**src/rtl/imm_branch_sequencer.sv**
```systemverilog
`default_nettype none
// ============================================================================
// Module      : imm_branch_sequencer
// Description : LEGv8 immediate decode/extend plus PC-relative branch target,
//               two-stage valid/ready pipeline with flush and branch counter.
// Revision    : 1.0 - initial release
// ============================================================================
module imm_branch_sequencer #(
    parameter int CNT_W = 16
) (
    input  logic             clk,
    input  logic             reset_n,
    input  logic             in_valid,
    output logic             in_ready,
    input  logic [31:0]      instr,
    input  logic [63:0]      pc,
    input  logic             flush,
    output logic             out_valid,
    input  logic             out_ready,
    output logic [2:0]       fmt,
    output logic             is_branch,
    output logic [63:0]      imm,
    output logic [63:0]      br_target,
    output logic [63:0]      out_pc,
    output logic [CNT_W-1:0] branch_cnt
);

    localparam logic [2:0]       c_FMT_NONE = 3'd0;
    localparam logic [2:0]       c_FMT_B26  = 3'd1;
    localparam logic [2:0]       c_FMT_B19  = 3'd2;
    localparam logic [2:0]       c_FMT_D9   = 3'd3;
    localparam logic [2:0]       c_FMT_I12  = 3'd4;
    localparam logic [CNT_W-1:0] c_CNT_MAX  = '1;

    logic [2:0]       w_fmt;
    logic [63:0]      w_imm;
    logic             w_s1_ready;
    logic             w_s2_ready;
    logic             w_s1_is_br;
    logic [63:0]      w_s1_target;

    logic             r_s1_valid;
    logic [2:0]       r_s1_fmt;
    logic [63:0]      r_s1_imm;
    logic [63:0]      r_s1_pc;
    logic             r_s2_valid;
    logic [2:0]       r_s2_fmt;
    logic [63:0]      r_s2_imm;
    logic [63:0]      r_s2_pc;
    logic [63:0]      r_s2_target;
    logic [CNT_W-1:0] r_cnt;

    // Opcode classification; earlier matches win.
    always_comb begin
        w_fmt = c_FMT_NONE;
        w_imm = 64'd0;
        if (instr[31:26] == 6'b000101 || instr[31:26] == 6'b100101) begin
            w_fmt = c_FMT_B26;
            w_imm = {{38{instr[25]}}, instr[25:0]};
        end else if (instr[31:24] == 8'b10110100 || instr[31:24] == 8'b10110101 ||
                     instr[31:24] == 8'b01010100) begin
            w_fmt = c_FMT_B19;
            w_imm = {{45{instr[23]}}, instr[23:5]};
        end else if (instr[31:21] == 11'b11111000000 || instr[31:21] == 11'b11111000010) begin
            w_fmt = c_FMT_D9;
            w_imm = {{55{instr[20]}}, instr[20:12]};
        end else if (instr[31:22] == 10'b1001000100) begin
            w_fmt = c_FMT_I12;
            w_imm = {52'd0, instr[21:10]};
        end
    end

    assign w_s2_ready  = !r_s2_valid || out_ready;
    assign w_s1_ready  = !r_s1_valid || w_s2_ready;
    assign in_ready    = w_s1_ready && !flush && reset_n;

    assign w_s1_is_br  = (r_s1_fmt == c_FMT_B26) || (r_s1_fmt == c_FMT_B19);
    assign w_s1_target = r_s1_pc + (r_s1_imm << 2);

    always_ff @(posedge clk or negedge reset_n) begin
        if (!reset_n) begin
            r_s1_valid <= 1'b0;
            r_s1_fmt   <= c_FMT_NONE;
            r_s1_imm   <= 64'd0;
            r_s1_pc    <= 64'd0;
        end else if (flush) begin
            r_s1_valid <= 1'b0;
        end else if (w_s1_ready) begin
            r_s1_valid <= in_valid;
            if (in_valid) begin
                r_s1_fmt <= w_fmt;
                r_s1_imm <= w_imm;
                r_s1_pc  <= pc;
            end
        end
    end

    // Stage 2 registers only move when it can hand off, so outputs hold during a stall.
    always_ff @(posedge clk or negedge reset_n) begin
        if (!reset_n) begin
            r_s2_valid  <= 1'b0;
            r_s2_fmt    <= c_FMT_NONE;
            r_s2_imm    <= 64'd0;
            r_s2_pc     <= 64'd0;
            r_s2_target <= 64'd0;
        end else if (flush) begin
            r_s2_valid <= 1'b0;
        end else if (w_s2_ready) begin
            r_s2_valid <= r_s1_valid;
            if (r_s1_valid) begin
                r_s2_fmt    <= r_s1_fmt;
                r_s2_imm    <= r_s1_imm;
                r_s2_pc     <= r_s1_pc;
                r_s2_target <= w_s1_is_br ? w_s1_target : 64'd0;
            end
        end
    end

    always_ff @(posedge clk or negedge reset_n) begin
        if (!reset_n) begin
            r_cnt <= '0;
        end else if (r_s2_valid && out_ready && is_branch && !flush && r_cnt != c_CNT_MAX) begin
            r_cnt <= r_cnt + 1'b1;
        end
    end

    assign out_valid  = r_s2_valid;
    assign fmt        = r_s2_fmt;
    assign is_branch  = (r_s2_fmt == c_FMT_B26) || (r_s2_fmt == c_FMT_B19);
    assign imm        = r_s2_imm;
    assign br_target  = r_s2_target;
    assign out_pc     = r_s2_pc;
    assign branch_cnt = r_cnt;

endmodule
`default_nettype wire

```
**config.mk**
```make
export PLATFORM = sky130hd
export DESIGN_NAME = imm_branch_sequencer
export DESIGN_NICKNAME = d
export VERILOG_FILES = /design/src/rtl/imm_branch_sequencer.sv
export SDC_FILE = /design/constraint.sdc
export NUM_CORES = 1
export LEC_CHECK = 0
export CORE_MARGIN = 8
export CORE_UTILIZATION = 52
export CTS_CLUSTER_DIAMETER = 80
export DETAILED_ROUTE_END_ITERATION = 10
export PLACE_DENSITY_LB_ADDON = 0.12
export SLEW_MARGIN = 20
export SYNTH_ARGS = -nofsm -noshare
export SYNTH_HDL_FRONTEND = slang
export SYNTH_SLANG_ARGS = --single-unit
```
**constraint.sdc**
```tcl
create_clock -name clk -period 4.3 [get_ports clk]
set_input_delay 1.075 -clock clk [delete_from_list [all_inputs] [get_ports clk]]
set_output_delay 1.075 -clock clk [all_outputs]
set_load 0.005 [all_outputs]
```
# After elaboration in Yosys (flattened, before gate mapping)
# Index checks and enable logic that the tools add are counted.
# classes
bitwise_logic	1
add_sub_neg	2
reduce_logical	21
eq_ne	13
mux	13
# ops
op	count
two-way mux 64 bit	4
adder 64 bit	1
equality test 11 bit, second input constant	2
adder 16 x 1 -> 16 bit, second input constant	1
equality test 8 bit, second input constant	2
inequality test 16 bit, second input constant	1
two-way mux 12 bit	1
two-way mux 3 bit	4
equality test 10 bit, second input constant	1
equality test 8 x 7 -> 1 bit, second input constant	1
logical OR 1 bit	8
equality test 3 x 1 -> 1 bit, second input constant	2
equality test 3 x 2 -> 1 bit, second input constant	2
equality test 6 x 3 -> 1 bit, second input constant	1
equality test 6 bit, second input constant	1
logical AND 1 bit	6
AND reduction 3 bit	2
two-way mux 1 bit	4
nonzero test 2 bit	2
zero test 1 bit	3
inverter 1 bit	1
# word_totals
register_bits	344
output_inout_bits	214
inputBits	101
elab_cells	60

# Logic depth before layout (Yosys ltp)
# Gate-level depths: netlist of the first run.
# depth
depth_word	5
mapped_depth	13
mapped_depth_nobuf	13

# Worst setup path before layout of the first run
# Ideal clock, no wire load.
# synth_path
path_type	flip-flop to flip-flop
startpoint	reg, netlist name r_s1_imm[62]
endpoint	reg r_s2_target[62], in the netlist br_target[62]
arrival_time_ps	3060
required_time_ps	4179
path_stages_with_launch	13
setup_slack_ps	1119
period_less_slack_ps	3181
setup_ps	121
n_path_buf	1
cell_sequence	dfrtp_1 > ha_1 > buf_2 > a21o_1 > a21o_1 > a21oi_1 > o21ai_1 > a21o_1 > a21oi_1 > o21ai_0 > a211oi_1 > o22ai_1 > a22o_1
# synth_lines
item	line_no	source
end signal, assigned	114	r_s2_target <= w_s1_is_br ? w_s1_target : 64'd0;
end, declared	50	logic [63:0] r_s2_target;

# Worst setup path in the final report of the first run
# layout_path
startpoint	in out_ready
endpoint	out in_ready
# layout_via
elab_chain_cells	4
# layout_lines
item	line_no	source
start, declared	19	input logic out_ready,
logical OR 1 bit	73	assign w_s2_ready = !r_s2_valid || out_ready;
logical OR 1 bit	74	assign w_s1_ready = !r_s1_valid || w_s2_ready;
logical AND 1 bit (2 in a row)	75	assign in_ready = w_s1_ready && !flush && reset_n;
end, declared	14	output logic in_ready,
# No other way between the ends.

==> results of run 1 <==
## stage by stage
step / power, uW / hold slack (ns) / util, %
6_report: 8280 / 0.417 / 67.5
2_1_floorplan: 4570 / 0.465 / -
4_1_cts: 8350 / 0.403 / 67.5
3_3_place_gp: 5650 / 0.461 / 63.8
5_1_grt: 8720 / 0.414 / 67.5
3_5_place_dp: 5690 / 0.471 / 63.8
## path summary, 6_finish.rpt
| check | cells past startpoint | endpoint | slack (ns) | start |
|---|---|---|---|---|
| setup / recovery | 5 | in_ready | 0.59 | out_ready |
| hold / removal | 1 | br_target[62] | 0.42 | reset_n |
| setup reg to reg | 11 | br_target[62] | 0.86 | r_s1_imm[62] |
| hold reg to reg | 2 | br_target[7] | 0.48 | br_target[7] |
| max in group asynchronous | 2 | br_target[16] | 2.67 | reset_n |
| min in group clk | 2 | br_target[7] | 0.48 | br_target[7] |
## sequential cells by signal (all words and copies together), names as in the netlist
name,flops
br_target,64
out_pc,64
r_s1_pc,64
imm,26
r_s1_imm,26
branch_cnt,16
fmt,3
r_s1_fmt,3
out_valid,1
r_s1_valid,1
## critical path, cell delays in order
cell and delay (ns):
clkdlybuf4s50_1 0.48, nor2b_1 0.08, a21oi_1 0.32, and2_1 0.18, clkdlybuf4s50_1 0.50
## power by group
group	internal [uW]	leakage [uW]	switching (uW)
Clock	1580	0.000493	1050
Combinational	1330	0.00442	1180
Sequential	2860	0.00347	279
Total	5770	0.00839	2510
## synthesized netlist by cell type, types with 3 or more instances
| cell type | n | share of area (%) |
|---|---|---|
| ha_1 | 62 | 5.4 |
| nor3_1 | 11 | 0.38 |
| o41ai_2 | 3 | 0.34 |
| a22oi_1 | 16 | 0.84 |
| xnor2_1 | 42 | 2.6 |
| buf_1 | 8 | 0.21 |
| and3_1 | 10 | 0.44 |
| and2_1 | 5 | 0.22 |
| o31ai_1 | 8 | 0.42 |
| a221o_1 | 5 | 0.35 |
| nand2_1 | 336 | 8.8 |
| clkbuf_1 | 51 | 1.3 |
| nand4_1 | 21 | 0.92 |
| buf_4 | 38 | 2.0 |
| inv_1 | 18 | 0.47 |
| o21ai_1 | 17 | 0.59 |
| a211oi_1 | 4 | 0.21 |
| a21oi_1 | 100 | 3.5 |
| o22ai_1 | 3 | 0.13 |
| dfrtp_1 | 268 | 47 |
| o211ai_1 | 5 | 0.26 |
| a21o_1 | 30 | 1.6 |
| buf_2 | 16 | 0.56 |
| o21a_1 | 9 | 0.47 |
| a22o_1 | 12 | 0.73 |
| nand2_2 | 4 | 0.17 |
| and4_1 | 4 | 0.24 |
| nor2b_1 | 3 | 0.13 |
| nand3_1 | 20 | 0.70 |
| xor2_1 | 30 | 1.8 |
| a31oi_1 | 18 | 0.78 |
| mux2_2 | 92 | 7.2 |
| o21bai_1 | 11 | 0.58 |
| a21oi_2 | 4 | 0.24 |
| or3_1 | 3 | 0.13 |
| o21ai_0 | 86 | 3.0 |
| nand2b_1 | 7 | 0.31 |
| nor2_1 | 65 | 1.7 |
## area by class of cell
type / instances / area, um^2 / area share (%)
Sequential cell: 268 / 6710 / 36.2
Inverter: 18 / 67.6 / 0.364
Timing Repair Buffer: 329 / 3310 / 17.9
Tap cell: 346 / 433 / 2.33
Clock inverter: 19 / 243 / 1.31
Clock buffer: 35 / 768 / 4.14
Multi-Input combinational cell: 1094 / 7010 / 37.8
Antenna cell: 1 / 2.50 / 0.0135
## logic make-up (layout without fill, tap and decap cells)
logic type      after synthesis  count (layout)  synth area share [%]
mux                          94              94                  7.36
xor+xnor                     72              72                  4.40
compound gates              358             358                  16.1
simple gates                507             507                  15.3
flops                       268             268                  46.7
buf+inv                     132             401                  4.60
other cells                   0               1                     0
fa+ha+maj                    63              63                  5.55
## metal layers
metal  share of wire (%)  track usage (%)
met1                  43             30.1
met2                  49             41.1
met3                 6.2             4.85
met4                 1.9             5.71
met5                   0                0
==> flow_metrics.env, run 1 <==
export IMPL_fin_area_mm2=0.0185
export IMPL_first_pass_iters=5
export IMPL_async_flop_share_pct=100
export IMPL_place_gp_congestion=0.876
export IMPL_fp_dieArea_mm2=0.0332
export IMPL_finalSetupViolations=0
export IMPL_synth_cells=1494
export IMPL_placed_cells=2055
export IMPL_rows=61
export IMPL_hold_class="input port to asynchronous set/reset pin"
export IMPL_cts_tree="done"
export IMPL_critPathCaptureType="primary output"
export IMPL_cts_buffer_depth=3
export IMPL_start_kind="input port"
export IMPL_slew_violations=0
export IMPL_leakagePower_uw=0.00839
export IMPL_nets=1904
export IMPL_fp_coreArea_mm2=0.0275
export IMPL_fin_skew_ns=0.0130
export IMPL_fillCellCount=2208
export IMPL_first_iter_violations=698
export IMPL_clk_latency_ns=0.55
export IMPL_vias=11815
export IMPL_synth_flop_cell="dfrtp_1"
export IMPL_worstMarginPinSlew_ns=0.989
export IMPL_ir_drop_mv=0.377
export IMPL_dieWidth_um=182
export IMPL_critPathKind="input port to primary output"
export IMPL_place_area_mm2=0.0175
export IMPL_grt_start_max_net_pins=168
export IMPL_cp_required_ns=3.22
export IMPL_rsz0062_at_grt="false"
export IMPL_p_per_area_mw_per_mm2=447
export IMPL_grt_pass1_vias=11849
export IMPL_grt_overflow_total=0
export IMPL_period_share_pct=86.2
export IMPL_cts_setup_buffers=0
export IMPL_ys_seq_area_share_pct=46.7
export IMPL_track_usage_pct=23.7
export IMPL_viasPerCell=5.60
export IMPL_synthDistinctLibCells=77
export IMPL_fmax_mhz=270
export IMPL_io_buffers=314
export IMPL_antenna_found_initial=1
export IMPL_drc=0
export IMPL_syn2layout_area_growth_pct=29.2
export IMPL_cts_buffers=29
export IMPL_post_cts_resized=0
export IMPL_postSynthAreaPerCell_um2=9.60
export IMPL_fin_cells=2110
export IMPL_cts_num_sinks=268
export IMPL_status="complete, no violations"
export IMPL_fin_ws_ns=0.592
export IMPL_root_buffer="clkbuf_16"
export IMPL_synthesis_area_mm2=0.0143
export IMPL_ys_ff_latch=268
export IMPL_num_io_pins=315
export IMPL_syn_nets=1658
export IMPL_fp_dieH_um=182
export IMPL_cts_htree_levels=1
export IMPL_synth_edf_count=0
export IMPL_grt_pass1_wl_um=64300
export IMPL_worstPathArrival_ns=2.63
export IMPL_avgRoutedWirePerCell_um=19.3
export IMPL_layout_commonest_cell="nand2_1"
export IMPL_slew_headroom_pct=34.1
export IMPL_hold_buffers=0
export IMPL_final_setup_tns_ns=0
export IMPL_pre_cts_slack_ns=0.584
export IMPL_crit_fanout=4
export IMPL_dp_hpwl_um=30100
export IMPL_synth_warnings=0
export IMPL_clk_pin_slew_ns=0.07
export IMPL_start_util_pct=52.2
export IMPL_layout_common_cells="nand2_1 (335), clkdlybuf4s50_1 (313), dfrtp_1 (268)"
export IMPL_routed_wl_um=40600
export IMPL_finalHoldViolCount=0
export IMPL_drv_cap=0
export IMPL_ant_nets=0
export IMPL_period_minus_slack_ns=3.71
export IMPL_drive_above_1_share_pct=11.2
Note: power is estimated with default switching activity, not from simulation.
==> run 2, diff against run 1 <==
--- a/config.mk
+++ b/config.mk
@@ -5,6 +5,7 @@
 export SDC_FILE = /design/constraint.sdc
 export NUM_CORES = 1
 export LEC_CHECK = 0
+export CAP_MARGIN = 40
 export CORE_MARGIN = 8
 export CORE_UTILIZATION = 52
 export CTS_CLUSTER_DIAMETER = 80
==> flow_metrics.env, run 2 (synthesized netlist as in run 1, its figures left out) <==
export IMPL_fillCellCount=2208
export IMPL_cpPeakStageDelay_ns=0.50
export IMPL_start_kind="input port"
export IMPL_cts_buffer_depth=3
export IMPL_r2r_start="r_s1_imm[62]"
export IMPL_cts_buffers=29
export IMPL_ant_nets=0
export IMPL_fp_dieH_um=182
export IMPL_first_iter_violations=648
export IMPL_io_buffers=314
export IMPL_fp_dieArea_mm2=0.0332
export IMPL_final_setup_tns_ns=0
export IMPL_dp_hpwl_um=30400
export IMPL_cts_htree_levels=1
export IMPL_drv_cap=0
export IMPL_worstMarginPinSlew_ns=0.925
export IMPL_finalSetupViolations=0
export IMPL_syn2layout_area_growth_pct=30.1
export IMPL_layout_common_cells="nand2_1 (335), clkdlybuf4s50_1 (313), dfrtp_1 (268)"
export IMPL_grt_overflow_total=0
export IMPL_layout_commonest_cell="nand2_1"
export IMPL_reg2reg_slack_ns=1.18
export IMPL_cts_num_sinks=268
export IMPL_finalHoldViolCount=0
export IMPL_cts_tree="done"
export IMPL_period_share_pct=86.2
export IMPL_root_buffer="clkbuf_16"
export IMPL_rows=61
export IMPL_place_gp_congestion=0.876
export IMPL_vias=11841
export IMPL_critPathKind="input port to primary output"
export IMPL_drc=0
export IMPL_critPathSlowestCell="clkdlybuf4s50_1"
export IMPL_hold_class="input port to asynchronous set/reset pin"
export IMPL_routed_wl_um=40600
export IMPL_antenna_found_initial=1
export IMPL_crit_buf_inv=2
export IMPL_final_util_pct=68.0
export IMPL_clk_pin_slew_ns=0.07
export IMPL_register_area_mm2=0.00671
export IMPL_slew_headroom_pct=38.3
export IMPL_fin_skew_ns=0.0240
export IMPL_grt_pass1_wl_um=65000
export IMPL_grt_pass1_vias=12025
export IMPL_r2r_cells=12
export IMPL_slew_violations=0
export IMPL_cp_required_ns=3.22
export IMPL_fp_coreArea_mm2=0.0275
export IMPL_period_minus_slack_ns=3.71
export IMPL_hold_buffers=0
export IMPL_critPathCaptureType="primary output"
export IMPL_path_delay_family="buffers and inverters"
export IMPL_fmax_mhz=270
export IMPL_ir_drop_mv=0.339
export IMPL_leakagePower_uw=0.00845
export IMPL_worstPathArrival_ns=2.63
export IMPL_cts_setup_buffers=0
export IMPL_clk_latency_ns=0.55
export IMPL_multi_input_comb_area_mm2=0.00701
export IMPL_r2r_end="br_target[48]"
export IMPL_p_per_area_mw_per_mm2=448
export IMPL_avgRoutedWirePerCell_um=19.2
export IMPL_track_usage_pct=23.9
export IMPL_drive_above_1_share_pct=11.4
export IMPL_crit_fanout=4
export IMPL_nets=1908
export IMPL_num_io_pins=315
export IMPL_dieWidth_um=182
export IMPL_crit_chain="clkdlybuf4s50_1 -> nor2b_1 -> a21oi_1 -> and2_1 -> clkdlybuf4s50_1"
export IMPL_grt_start_max_net_pins=168
export IMPL_status="complete, no violations"
export IMPL_first_pass_iters=5
export IMPL_start_util_pct=52.2
export IMPL_viasPerCell=5.60
export IMPL_finalPower_uw=8370
export IMPL_post_cts_resized=0
export IMPL_rsz0062_at_grt="false"
export IMPL_cp_common_cell="clkdlybuf4s50_1"
[run 2: cell types whose count changed in the layout (fill, tap and decap cells not counted)]
cell,delta
clkbuf_1,+1
buf_8,+2
clkbuf_8,+6
inv_6,-1
clkinv_2,-5
buf_16,+2
clkinvlp_4,-1
[run 2: area by class of cell]
class | instances | area share (%)
multi-input cells | 1094 | 37.5
diodes | 1 | 0.0134
clock inverters | 12 | 1.08
inverters | 18 | 0.362
clock buffers | 42 | 4.58
well taps | 346 | 2.32
flip-flops and latches | 268 | 35.9
repair buffers | 333 | 18.2
[run 2: metrics by stage]
stage	cells	hold slack (ns)	setup WS, ns	cell area [um^2]
final	2114	0.411	0.593	18700
after global routing	2114	0.425	0.498	18700
after CTS	2112	0.408	0.581	18600
after detailed placement	2058	0.471	0.584	17600
after global placement	2055	0.461	0.597	17500
after floorplan	1494	0.465	1.12	14300
[run 2: worst max-delay path by stage]
stage | endpoint | startpoint | cells past startpoint | slack, ns
finish | in_ready | out_ready | 5 | 0.59
global route | in_ready | out_ready | 5 | 0.50
CTS | in_ready | out_ready | 5 | 0.58
detailed placement | in_ready | out_ready | 5 | 0.58
global placement | in_ready | out_ready | 5 | 0.60
floorplan | br_target[62] | r_s1_imm[62] | 12 | 1.12
[run 2: report_power, final]
part | total [uW] | switching [uW] | internal, uW
registers | 3120 | 253 | 2860
logic | 2550 | 1210 | 1340
clock network | 2700 | 1020 | 1680
total | 8370 | 2480 | 5890
[run 2: per-layer routing]
metal  track usage [%]  part of all wire (%)  vias up
met5                 0                     0        -
met4              5.08                   1.7        0
met3              5.15                   6.4       47
met2              41.6                    49      350
met1              30.3                    43     5760
li1                  -                     -     5684
==> run 3, diff against run 2 <==
--- a/config.mk
+++ b/config.mk
@@ -7,7 +7,7 @@
 export LEC_CHECK = 0
 export CAP_MARGIN = 40
 export CORE_MARGIN = 8
-export CORE_UTILIZATION = 52
+export CORE_UTILIZATION = 45
 export CTS_CLUSTER_DIAMETER = 80
 export DETAILED_ROUTE_END_ITERATION = 10
 export PLACE_DENSITY_LB_ADDON = 0.12
==> flow_metrics.env, run 3 (synthesized netlist as in run 1, its figures left out) <==
export IMPL_status="complete, no violations"
export IMPL_period_minus_slack_ns=3.72
export IMPL_nets=1911
export IMPL_rows=65
export IMPL_dieWidth_um=195
export IMPL_cts_buffer_depth=3
export IMPL_dp_hpwl_um=31600
export IMPL_fillCellCount=2672
export IMPL_internal_power_uw=5800
export IMPL_path_delay_family="buffers and inverters"
export IMPL_cp_common_cell="clkdlybuf4s50_1"
export IMPL_layout_commonest_cell="nand2_1"
export IMPL_critPathKind="input port to primary output"
export IMPL_first_pass_iters=8
export IMPL_multi_input_comb_area_mm2=0.00701
export IMPL_rsz0062_at_grt="false"
export IMPL_power_switching_share_pct=30.4
export IMPL_post_cts_resized=0
export IMPL_final_setup_tns_ns=0
export IMPL_drive_above_1_share_pct=11.7
export IMPL_period_share_pct=86.6
export IMPL_grt_overflow_total=0
export IMPL_num_io_pins=315
export IMPL_cpPeakStageDelay_ns=0.49
export IMPL_io_buffers=314
export IMPL_worstMarginPinSlew_ns=0.699
export IMPL_start_util_pct=45.6
export IMPL_slew_headroom_pct=53.4
export IMPL_root_buffer="clkbuf_16"
export IMPL_pwr_share_comb_pct=30.5
export IMPL_track_usage_pct=21.5
export IMPL_fin_skew_ns=0.0161
export IMPL_cts_tree="done"
export IMPL_avgRoutedWirePerCell_um=19.2
export IMPL_register_area_mm2=0.00671
export IMPL_hold_buffers=0
export IMPL_first_iter_violations=720
export IMPL_fp_dieArea_mm2=0.0379
export IMPL_drc=0
export IMPL_grt_pass1_vias=12072
export IMPL_cts_htree_levels=1
export IMPL_drv_cap=0
export IMPL_hold_class="input port to asynchronous set/reset pin"
export IMPL_worstPathArrival_ns=2.65
export IMPL_fin_ws_ns=0.578
export IMPL_p_per_area_mw_per_mm2=444
export IMPL_p_switching_uw=2530
export IMPL_critPathSlowestCell="clkdlybuf4s50_1"
export IMPL_crit_chain="clkdlybuf4s50_1 -> nor2b_1 -> a21oi_1 -> and2_1 -> clkdlybuf4s50_1"
export IMPL_crit_buf_inv=2
export IMPL_cts_buffers=30
export IMPL_viasPerCell=5.41
export IMPL_clk_latency_ns=0.56
export IMPL_ir_drop_mv=0.305
export IMPL_slew_violations=0
export IMPL_fp_coreArea_mm2=0.0315
export IMPL_critPathCaptureType="primary output"
export IMPL_grt_pass1_wl_um=67200
export IMPL_ant_nets=0
export IMPL_clk_pin_slew_ns=0.06
export IMPL_vias=11758
export IMPL_leakagePower_uw=0.00847
export IMPL_antenna_found_initial=0
export IMPL_cp_required_ns=3.22
export IMPL_layout_common_cells="nand2_1 (335), clkdlybuf4s50_1 (313), dfrtp_1 (267)"
export IMPL_routed_wl_um=41700
export IMPL_seqPwrFrac_pct=37.5
export IMPL_cts_setup_buffers=0
export IMPL_finalHoldViolCount=0
export IMPL_crit_fanout=4
export IMPL_fmax_mhz=269
export IMPL_place_gp_congestion=0.895
export IMPL_start_kind="input port"
export IMPL_grt_start_max_net_pins=110
export IMPL_syn2layout_area_growth_pct=30.8
export IMPL_pre_cts_slack_ns=0.580
export IMPL_pwr_share_clk_pct=32.0
export IMPL_cts_num_sinks=268
export IMPL_antennaDiodeCount=0
export IMPL_finalSetupViolations=0
export IMPL_fp_dieH_um=195
-- run 3: final timing paths --
kind	depth (start not counted)	from	slack, ns	to
max in group asynchronous	4	reset_n	2.55	r_s1_pc[6]
worst min-delay path	1	reset_n	0.40	br_target[38]
worst max register to register	12	r_s1_imm[62]	1.00	br_target[63]
worst min register to register	2	br_target[30]	0.48	br_target[30]
worst max-delay path	5	out_ready	0.58	in_ready
min in group clk	2	br_target[30]	0.48	br_target[30]
-- run 3: metal layers --
metal	track usage [%]	wire [um]	vias to the layer above
li1	-	-	5682
met5	0	0	-
met1	28.0	18500	5684
met2	36.4	19700	331
met4	4.05	758	0
met3	5.01	2640	61
-- run 3: power groups by stage --
stage	logic, uW	registers, uW	clock network (uW)
CTS	2530	3150	2720
finish	2540	3130	2670
detailed placement	2510	3190	0
floorplan	1450	3130	0
global route	2800	3170	2840
global placement	2470	3190	0
-- run 3: worst register-to-register path, delay by kind of cell (launching register included) --
kind	cells	cell delay, ns
AOI/OAI and AO/OA	4	0.69
xor gates and xnor gates	1	0.12
buffers and inverters	1	0.25
adders and majority gates	1	0.43
DFF	1	0.58
and+or+nand+nor	5	1.12
-- run 3: final cells by class --
| class | count | share of cell area, % |
|---|---|---|
| Clock buffer | 44 | 4.87 |
| Clock inverter | 12 | 0.767 |
| Inverter | 18 | 0.360 |
| Multi-Input combinational cell | 1094 | 37.3 |
| Sequential cell | 268 | 35.7 |
| Tap cell | 402 | 2.68 |
| Timing Repair Buffer | 335 | 18.3 |
-- run 3: metrics by stage --
step | util (%) | area [um^2] | hold slack, ns | power (uW) | std cells
CTS | 59.4 | 18700 | 0.377 | 8400 | 2170
finish | 59.6 | 18800 | 0.400 | 8330 | 2173
floorplan | - | 14300 | 0.465 | 4570 | 1494
detailed placement | 56.1 | 17600 | 0.469 | 5700 | 2114
global route | 59.6 | 18800 | 0.397 | 8800 | 2173
global placement | 55.8 | 17600 | 0.463 | 5650 | 2110
